==> src/rtl/qpsk_llr_packer.sv <==
// qpsk_llr_packer
// Turns strobed pairs of QPSK soft values into noise-scaled, saturated 8-bit LLRs.
// Each strobe yields one 32-bit word, tagged with an end-of-user flag.
// Words pass through a small first-word-fall-through FIFO with a ready/valid output.
// Upstream is throttled through a registered hold flag.
module qpsk_llr_packer #(
    parameter int P_GAIN       = 3,
    parameter int P_FIFO_DEPTH = 4
) (
    input  logic        i_core_clk,
    input  logic        i_rx_rst,
    input  logic        i_user_start,
    input  logic [15:0] i_cur_user_re_amounts,
    input  logic        i_data_strobe,
    input  logic [15:0] i_re0_data_i,
    input  logic [15:0] i_re0_data_q,
    input  logic [15:0] i_re1_data_i,
    input  logic [15:0] i_re1_data_q,
    input  logic [15:0] i_noise_data,
    output logic        o_hold,
    output logic        o_llr_valid,
    input  logic        i_llr_ready,
    output logic [31:0] o_llr_data,
    output logic        o_llr_last,
    output logic        o_overflow
);

    localparam int LP_AW = $clog2(P_FIFO_DEPTH);
    localparam int LP_CW = LP_AW + 1;
    localparam int LP_OW = LP_CW + 1;
    localparam int LP_XW = 24;

    // floor(log2(v)); zero maps to zero
    function automatic logic [3:0] f_floor_log2(input logic [15:0] v);
        logic [3:0] r;
        r = '0;
        for (int k = 0; k < 16; k++) begin
            if (v[k]) begin
                r = 4'(k);
            end
        end
        return r;
    endfunction

    // ---------------------------------------------------------------
    // Stage 1: capture, noise exponent, RE counting
    // ---------------------------------------------------------------
    logic              r_s1_valid;
    logic              r_s1_last;
    logic [3:0]        r_s1_shift;
    logic [3:0][15:0]  r_s1_lane;
    logic [15:0]       r_cnt;
    logic [15:0]       r_amt;

    logic [3:0][15:0]  w_in_lane;
    logic [15:0]       w_cnt_base;
    logic [15:0]       w_amt_cur;
    logic [16:0]       w_cnt_plus2;
    logic              w_last;
    logic              w_zero_re1;

    assign w_in_lane   = {i_re1_data_q, i_re1_data_i, i_re0_data_q, i_re0_data_i};
    // a user start in the same cycle makes this strobe the first pair of the new user
    assign w_cnt_base  = i_user_start ? 16'd0 : r_cnt;
    assign w_amt_cur   = i_user_start ? i_cur_user_re_amounts : r_amt;
    assign w_cnt_plus2 = {1'b0, w_cnt_base} + 17'd2;
    assign w_last      = (w_cnt_plus2 >= {1'b0, w_amt_cur});
    assign w_zero_re1  = w_last && w_amt_cur[0];

    // Register the RE pair, the noise exponent and the user bookkeeping
    always_ff @(posedge i_core_clk or posedge i_rx_rst) begin
        if (i_rx_rst) begin
            r_s1_valid <= 1'b0;
            r_s1_last  <= 1'b0;
            r_s1_shift <= '0;
            r_s1_lane  <= '0;
            r_cnt      <= '0;
            r_amt      <= '0;
        end else begin
            r_s1_valid <= i_data_strobe;
            if (i_user_start) begin
                r_cnt <= '0;
                r_amt <= i_cur_user_re_amounts;
            end
            if (i_data_strobe) begin
                r_cnt        <= w_last ? 16'd0 : w_cnt_plus2[15:0];
                r_s1_last    <= w_last;
                r_s1_shift   <= f_floor_log2(i_noise_data);
                r_s1_lane[0] <= w_in_lane[0];
                r_s1_lane[1] <= w_in_lane[1];
                // odd user length: the second RE of the final pair does not exist
                r_s1_lane[2] <= w_zero_re1 ? 16'd0 : w_in_lane[2];
                r_s1_lane[3] <= w_zero_re1 ? 16'd0 : w_in_lane[3];
            end
        end
    end

    // ---------------------------------------------------------------
    // Stage 2: gain, noise scaling and symmetric saturation per lane
    // ---------------------------------------------------------------
    logic [3:0][7:0] w_s2_byte;

    generate
        for (genvar gi = 0; gi < 4; gi++) begin : g_lane
            logic signed [LP_XW-1:0] w_ext;
            logic signed [LP_XW-1:0] w_scaled;
            assign w_ext    = {{(LP_XW-16){r_s1_lane[gi][15]}}, r_s1_lane[gi]};
            // arithmetic right shift keeps negative values rounding toward -inf
            assign w_scaled = (w_ext <<< P_GAIN) >>> r_s1_shift;
            // clamp to +/-127 so the code -128 never appears
            assign w_s2_byte[gi] = (w_scaled > 24'sd127)  ? 8'h7F :
                                   (w_scaled < -24'sd127) ? 8'h81 :
                                   w_scaled[7:0];
        end
    endgenerate

    logic        r_s2_valid;
    logic        r_s2_last;
    logic [31:0] r_s2_data;

    // Register the packed LLR word and its end-of-user flag
    always_ff @(posedge i_core_clk or posedge i_rx_rst) begin
        if (i_rx_rst) begin
            r_s2_valid <= 1'b0;
            r_s2_last  <= 1'b0;
            r_s2_data  <= '0;
        end else begin
            r_s2_valid <= r_s1_valid;
            if (r_s1_valid) begin
                r_s2_data <= w_s2_byte;
                r_s2_last <= r_s1_last;
            end
        end
    end

    // ---------------------------------------------------------------
    // Stage 3: first-word-fall-through FIFO
    // ---------------------------------------------------------------
    logic [32:0]      r_mem [P_FIFO_DEPTH];
    logic [LP_AW-1:0] r_wr_ptr;
    logic [LP_AW-1:0] r_rd_ptr;
    logic [LP_CW-1:0] r_count;
    logic             r_overflow;
    logic             r_hold;

    logic             w_rd;
    logic             w_full;
    logic             w_wr;
    logic             w_drop;
    logic [32:0]      w_head;
    logic [LP_OW-1:0] w_occ;

    assign o_llr_valid = (r_count != '0);
    assign w_rd        = o_llr_valid && i_llr_ready;
    assign w_full      = (r_count == LP_CW'(P_FIFO_DEPTH));
    // a same-cycle read frees the slot, so a full FIFO still accepts the word
    assign w_wr        = r_s2_valid && (!w_full || w_rd);
    assign w_drop      = r_s2_valid && w_full && !w_rd;
    assign w_head      = r_mem[r_rd_ptr];

    // Storage array; contents are meaningless while the count says empty
    always_ff @(posedge i_core_clk) begin
        if (w_wr) begin
            r_mem[r_wr_ptr] <= {r_s2_last, r_s2_data};
        end
    end

    // Pointer and occupancy bookkeeping
    always_ff @(posedge i_core_clk or posedge i_rx_rst) begin
        if (i_rx_rst) begin
            r_wr_ptr <= '0;
            r_rd_ptr <= '0;
            r_count  <= '0;
        end else begin
            if (w_wr) begin
                r_wr_ptr <= r_wr_ptr + 1'b1;
            end
            if (w_rd) begin
                r_rd_ptr <= r_rd_ptr + 1'b1;
            end
            r_count <= r_count + LP_CW'(w_wr) - LP_CW'(w_rd);
        end
    end

    // Sticky drop flag, cleared when a new user begins
    always_ff @(posedge i_core_clk or posedge i_rx_rst) begin
        if (i_rx_rst) begin
            r_overflow <= 1'b0;
        end else if (w_drop) begin
            r_overflow <= 1'b1;
        end else if (i_user_start) begin
            r_overflow <= 1'b0;
        end
    end

    // Words held or in flight, after the word leaving this cycle
    assign w_occ = {1'b0, r_count} - LP_OW'(w_rd) + LP_OW'(r_s1_valid) + LP_OW'(r_s2_valid);

    // Ask upstream to pause once only one slot of headroom remains
    always_ff @(posedge i_core_clk or posedge i_rx_rst) begin
        if (i_rx_rst) begin
            r_hold <= 1'b0;
        end else begin
            r_hold <= (w_occ >= LP_OW'(P_FIFO_DEPTH - 1));
        end
    end

    assign o_hold     = r_hold;
    assign o_overflow = r_overflow;
    assign o_llr_data = o_llr_valid ? w_head[31:0] : 32'd0;
    assign o_llr_last = o_llr_valid ? w_head[32] : 1'b0;

endmodule
==> config.mk <==
export PLATFORM = sky130hd
export DESIGN_NAME = qpsk_llr_packer
export DESIGN_NICKNAME = d
export VERILOG_FILES = /design/src/rtl/qpsk_llr_packer.sv
export SDC_FILE = /design/constraint.sdc
export NUM_CORES = 1
export LEC_CHECK = 0
export CAP_MARGIN = 15
export CORE_MARGIN = 2
export CORE_UTILIZATION = 59
export CTS_BUF_LIST = sky130_fd_sc_hd__clkbuf_16
export DETAILED_ROUTE_END_ITERATION = 6
export PLACE_DENSITY = 0.82
export SYNTH_ARGS = -nofsm -noshare
export SYNTH_HDL_FRONTEND = slang
export SYNTH_SLANG_ARGS = --single-unit
==> constraint.sdc <==
create_clock -name i_core_clk -period 6.2 [get_ports i_core_clk]
set_input_delay 0.93 -clock i_core_clk [delete_from_list [all_inputs] [get_ports i_core_clk]]
set_output_delay 0.93 -clock i_core_clk [all_outputs]
set_load 0.005 [all_outputs]
# ---- After elaboration in Yosys (flattened, before gate mapping)
# Memories as Yosys holds them, arrays and structs flattened.
# Cells that the tools add are included.
dict set report totals {
  register_bits 145
  ramBits 132
  in_bits 101
  output_inout_bits 36
  n_memories 1
}
dict set report op_classes {
  n_addsub 8
  magnitude_cmp 10
  eq_ne 1
  n_shift 4
  mux 35
  reduce_logical 10
}
# name words word_bits rd rd_ports_with_merged_regs wr line
set mem_list {}
lappend mem_list {r_mem 4 33 1 0 1 139} ;# logic [32:0] r_mem [P_FIFO_DEPTH];
# operator count
set ops {}
lappend ops {{24-bit by 8-bit > comparator with 1-bit output, second input constant} 4}
lappend ops {{24-bit by 8-bit < comparator with 1-bit output, second input constant} 4}
lappend ops {{16-bit 2-to-1 mux} 6}
lappend ops {{19-bit by 4-bit >>> shifter with 24-bit output} 4}
lappend ops {{8-bit 2-to-1 mux} 8}
lappend ops {{4-bit 2-to-1 mux} 14}
lappend ops {{32-bit 2-to-1 mux} 1}
lappend ops {{16-bit by 2-bit adder with 17-bit output, second input constant} 1}
lappend ops {{17-bit by 16-bit >= comparator with 1-bit output} 1}
lappend ops {{4-bit by 1-bit adder with 4-bit output} 2}
lappend ops {{1-bit 2-to-1 mux} 6}
lappend ops {{1-bit logical AND} 5}
lappend ops {{2-bit by 1-bit adder with 2-bit output, second input constant} 2}
lappend ops {{4-bit by 2-bit >= comparator with 1-bit output, second input constant} 1}
lappend ops {{3-bit by 1-bit subtractor with 4-bit output} 1}
lappend ops {{3-bit by 1-bit adder with 3-bit output} 1}
lappend ops {{3-bit equality test, second input constant} 1}
lappend ops {{3-bit nonzero test} 1}
lappend ops {{3-bit by 1-bit subtractor with 3-bit output} 1}
lappend ops {{1-bit logical NOT} 2}
lappend ops {{2-bit nonzero test} 1}
lappend ops {{1-bit logical OR} 1}

# ---- Depth between registers and ports, before layout
dict set report depth {
  ltp_word 15
  mapped_depth 19
  ltp_nobuf 16
}

# ---- Least setup slack after synthesis
# OpenSTA, ideal clock, no wires.
dict set report synth_path {
  path_type {input -> register}
  from {input port i_user_start}
  to {register r_s1_lane (netlist bit g_lane[2].w_ext[0])}
  setup_ns 0.073
  arrival_ns 3.980
  required_ns 6.127
  path_slack_ns 2.147
  path_stages 18
  path_cell_list {clkbuf_1 -> nor2b_1 -> ha_1 -> and3_1 -> nand3_1 -> or3_1 -> xor2_1 -> nor2_1 -> ha_1 -> a21o_1 -> a21o_1 -> a21oi_1 -> o21ai_0 -> a41oi_1 -> clkbuf_1 -> a21oi_1 -> clkbuf_1 -> nor2_1}
}
dict set report synth_via {
  elab_chain_cells 5
  word_cells_on_any_way 6
  classes_between {add/sub (1); order compare (1); mux (3); reduce/logical (1)}
}
# element line
set synth_lines {}
lappend synth_lines {{start: declaration} 12} ;# input logic i_user_start,
lappend synth_lines {{16-bit 2-to-1 mux} n/a}
lappend synth_lines {{16-bit by 2-bit adder with 17-bit output} 66} ;# assign w_cnt_plus2 = {1'b0, w_cnt_base} + 17'd2;
lappend synth_lines {{17-bit by 16-bit >= comparator with 1-bit output} 67} ;# assign w_last = (w_cnt_plus2 >= {1'b0, w_amt_cur});
lappend synth_lines {{1-bit logical AND (*)} 68} ;# assign w_zero_re1 = w_last && w_amt_cur[0];
lappend synth_lines {{16-bit 2-to-1 mux (*)} 92} ;# r_s1_lane[2] <= w_zero_re1 ? 16'd0 : w_in_lane[2];
lappend synth_lines {{end: declaration} 51} ;# logic [3:0][15:0] r_s1_lane;
# Mark *: on every way between the ends. The rest lies on a longest branch, timed or not.
# A chain may end at the register's enable or synchronous reset.

# ---- Final worst setup path
dict set report layout_path {
  from {input port i_user_start}
  to {register r_cnt[14]}
}
dict set report layout_via {
  elab_chain_cells 5
  word_cells_on_any_way 6
  classes_between {add/sub (1); order compare (1); mux (4)}
}
# element line
set layout_lines {}
lappend layout_lines {{16-bit 2-to-1 mux} n/a}
lappend layout_lines {{16-bit by 2-bit adder with 17-bit output} 66}
lappend layout_lines {{17-bit by 16-bit >= comparator with 1-bit output} 67}
lappend layout_lines {{16-bit 2-to-1 mux} 86} ;# r_cnt <= w_last ? 16'd0 : w_cnt_plus2[15:0];
lappend layout_lines {{16-bit 2-to-1 mux (*)} 85} ;# if (i_data_strobe) begin
lappend layout_lines {{end signal: assignment} 86}
lappend layout_lines {{end: declaration} 52} ;# logic [15:0] r_cnt;
# Marks and branches as above.

==> impl_metrics.py <==
metrics = {
    "outcome": {
        "status": "complete, but fails checks",
        "violations": "design-rule violations",
    },
    "finish": {
        "area_growth_pct": 14.8,
        "fin_area_um2": 18100,
        "layout.cells.non_filler": 1689,
        "fill_cells": 1816,
        "antennaDiodeCount": 0,
        "finalNetCount": 1462,
        "drive_gt1_share_pct": 18.8,
    },
    "global_routing": {
        "grt_pass1_vias": 10579,
        "grt-ovfl-total": 0,
        "antenna_found_initial": 0,
        "grt_pass1_wl_um": 58300,
        "grt.busiest_layer": "met2",
        "grtUsageMet1_pct": 38.0,
        "grt_use_total_pct": 25.9,
        "met2_usage_pct": 42.6,
        "grtUsageMet3_pct": 3.05,
        "grt_max_degree": 92,
    },
    "sta": {
        "max_freq_mhz": 241,
        "finalSetupViolCount": 0,
        "drv_slew": 0,
        "slew_headroom_pct": 25.9,
        "finalHoldViolations": 0,
        "fin_crit_ps": 4160,
        "finalSetupTns_ps": 0,
        "fin_skew_ps": 13.2,
        "fin_crit_sh_pct": 67.1,
        "max_slew.worst_pin.slew_ps": 1110,
        "rsz0062_at_grt": "false",
    },
    "place": {
        "place_area_um2": 17100,
        "place_congestion": 0.914,
        "dp_hpwl_um": 23900,
        "io_buffers": 135,
        "dp_cells": 1635,
    },
    "yosys": {
        "synth-seq-cells": 277,
        "synth_edf_count": 132,
        "synth_cell_types": 77,
        "yosysMostFrequentCell": "dfrtp_1",
        "syn-instance-count": 1240,
        "ys.flop_type": "dfrtp_1",
        "yosys_warnings": 0,
        "netlist_top_cells_count": "145 x dfrtp_1, 132 x edfxtp_1, 98 x nor2_1",
        "synth_area_per_cell_um2": 12.7,
        "ys_async_sr_fraction_pct": 52.3,
        "synth_area_um2": 15700,
        "yosysSeqAreaShare_pct": 48.2,
        "synth_top_area_share_pct": 25.2,
        "syn_nets": 1370,
        "yosys.area.top_type": "edfxtp_1",
        "ys_top_cells_by_area": "edfxtp_1 25%, dfrtp_1 23%, mux4_2 13%",
    },
    "clock_tree": {
        "path_clk_slew_ps": 60,
        "cts_resized": 0,
        "cts_tree": "built",
        "cts_buffers": 29,
        "post-cts-setup-buffers": 0,
        "clock_sinks": 277,
        "h-tree-depth": 1,
        "clk_path_buf_depth": 3,
        "clock_latency_ps": 550,
        "root_buffer": "clkbuf_16",
        "hold_buffers": 0,
    },
    "die": {
        "row_count": 59,
        "initial_core_util_pct": 60.2,
        "core_um2": 26100,
        "io-pin-count": 137,
        "die_w_um": 167,
        "dieArea_um2": 28000,
        "die_h_um": 167,
    },
    "power": {
        "p_total_mw": 6.13,
        "peakVddDrop_mv": 0.201,
        "power.density_nw_per_um2": 339,
        "p_leak_nw": 6.92,
    },
    "critical_path": {
        "rrSetupSlack_ps": 2260,
        "cpLargestDelayFamily": "simple AND/OR/NAND/NOR gates",
        "cp_cell_sequence": "clkdlybuf4s50_1, buf_4, nand2b_1, or4_1, or3_1, a21oi_1, ha_1, nand4_1, nor2_1, a31oi_1, o21ai_0, a41oi_1, buf_4, and2_1, a32o_1",
        "cp.arrival_ps": 4630,
        "crit_top_cell": "buf_4",
        "path_buf_inv": 3,
        "worstPathMaxFanout": 37,
        "max_stage_delay_ps": 480,
        "critPathLaunchType": "input pin",
        "worstPathRequired_ps": 6670,
        "worstSetupPathType": "input pin to flop",
        "crit_path_end_kind": "flop",
        "critPathSlowestCell": "clkdlybuf4s50_1",
    },
    "drt": {
        "wl_per_cell_um": 21.2,
        "vias_per_cell": 6.45,
        "wl_um": 35900,
        "vias": 10891,
        "first_pass_iters": 7,
        "drcViolationCount": 7,
        "drtAntennaViolNets": 0,
        "first_iter_violations": 1147,
    },
    "hold_path": {
        "hp-class": "flop to flop",
    },
    "job": {
        "drv_cap": 0,
    },
}
[cells in the final DEF (no fill, tap or decap), drive strengths merged, types with 17 or more instances in the layout]
cell	count
a21oi	47
ha	26
mux4	95
o21ai	39
nand3	20
clkdlybuf4s50	134
mux2i	80
nor2b	17
nor3	27
inv	51
mux2	78
dfrtp	145
edfxtp	132
nor2	98
and2	43
nand2	53
clkbuf	29
[flip-flops by register name, indices dropped and copies added (netlist names), 2 cells and up]
register / cells
r_rd_ptr: 2
r_s2_data: 32
r_s1_shift: 4
r_amt: 16
r_cnt: 16
r_count: 3
r_mem: 132
r_wr_ptr: 2
g_lane.w_ext: 64
[kinds of logic (layout without fill, tap and decap cells)]
family	count (synthesis)	in the layout	synth area share, %
flip-flops	277	277	48.2
multiplexers	253	253	24.4
XOR/XNOR	17	17	0.946
adder cells (fa/ha/maj)	29	29	2.45
AND/OR/NAND/NOR	314	314	10.1
AO/OA/AOI/OAI	215	215	9.62
buffers and inverters	135	249	4.33
[cell type report]
cell class	count	area, um2	share of cell area (%)
Sequential cell	277	7600	42.1
Multi-Input combinational cell	828	7480	41.4
Timing Repair Buffer	148	1450	8.04
Clock buffer	29	726	4.01
Tap cell	335	419	2.32
Clock inverter	24	213	1.18
Inverter	48	185	1.02
[power breakdown]
| group | internal [mW] | leakage, nW | total, mW | switching [mW] |
|---|---|---|---|---|
| registers | 2.30 | 2.95 | 2.59 | 0.296 |
| clock network | 0.979 | 0.451 | 1.69 | 0.712 |
| logic | 1.06 | 3.52 | 1.85 | 0.785 |
| total | 4.34 | 6.92 | 6.13 | 1.79 |
[worst paths after layout]
| kind | start | end | cells past startpoint |
|---|---|---|---|
| max | i_user_start | r_cnt[14] | 15 |
| min | r_amt[6] | r_amt[6] | 2 |
| max reg2reg | r_s1_shift[1] | r_s2_data[19] | 8 |
| min reg2reg | r_amt[6] | r_amt[6] | 2 |
| max in group asynchronous | i_rx_rst | g_lane[0].w_ext[5] | 3 |
| min in group asynchronous | i_rx_rst | r_s2_data[31] | 2 |
[metal layers]
layer / up-vias / wire length (um)
met1: 5473 / 15100
met2: 435 / 17800
met5: - / 0
met4: 0 / 571
met3: 49 / 2450
li1: 4934 / -
[worst register-to-register path, delay by kind of cell (launching register included)]
kind	cells	cell delay [ps]
flops	1	970
simple gates	4	1500
buf+inv	1	590
compound gates	3	800
[stage by stage]
step | worst slack, ps | hold WS (ps) | utilization, %
6_report | 2040 | 491 | 69.2
5_1_grt | 1770 | 526 | 69.2
4_1_cts | 2120 | 491 | 69.1
3_5_place_dp | 1570 | 476 | 65.5
3_3_place_gp | 1660 | 476 | 65.5
2_1_floorplan | 1380 | 355 | -
(Power assumes the default switching activity.)
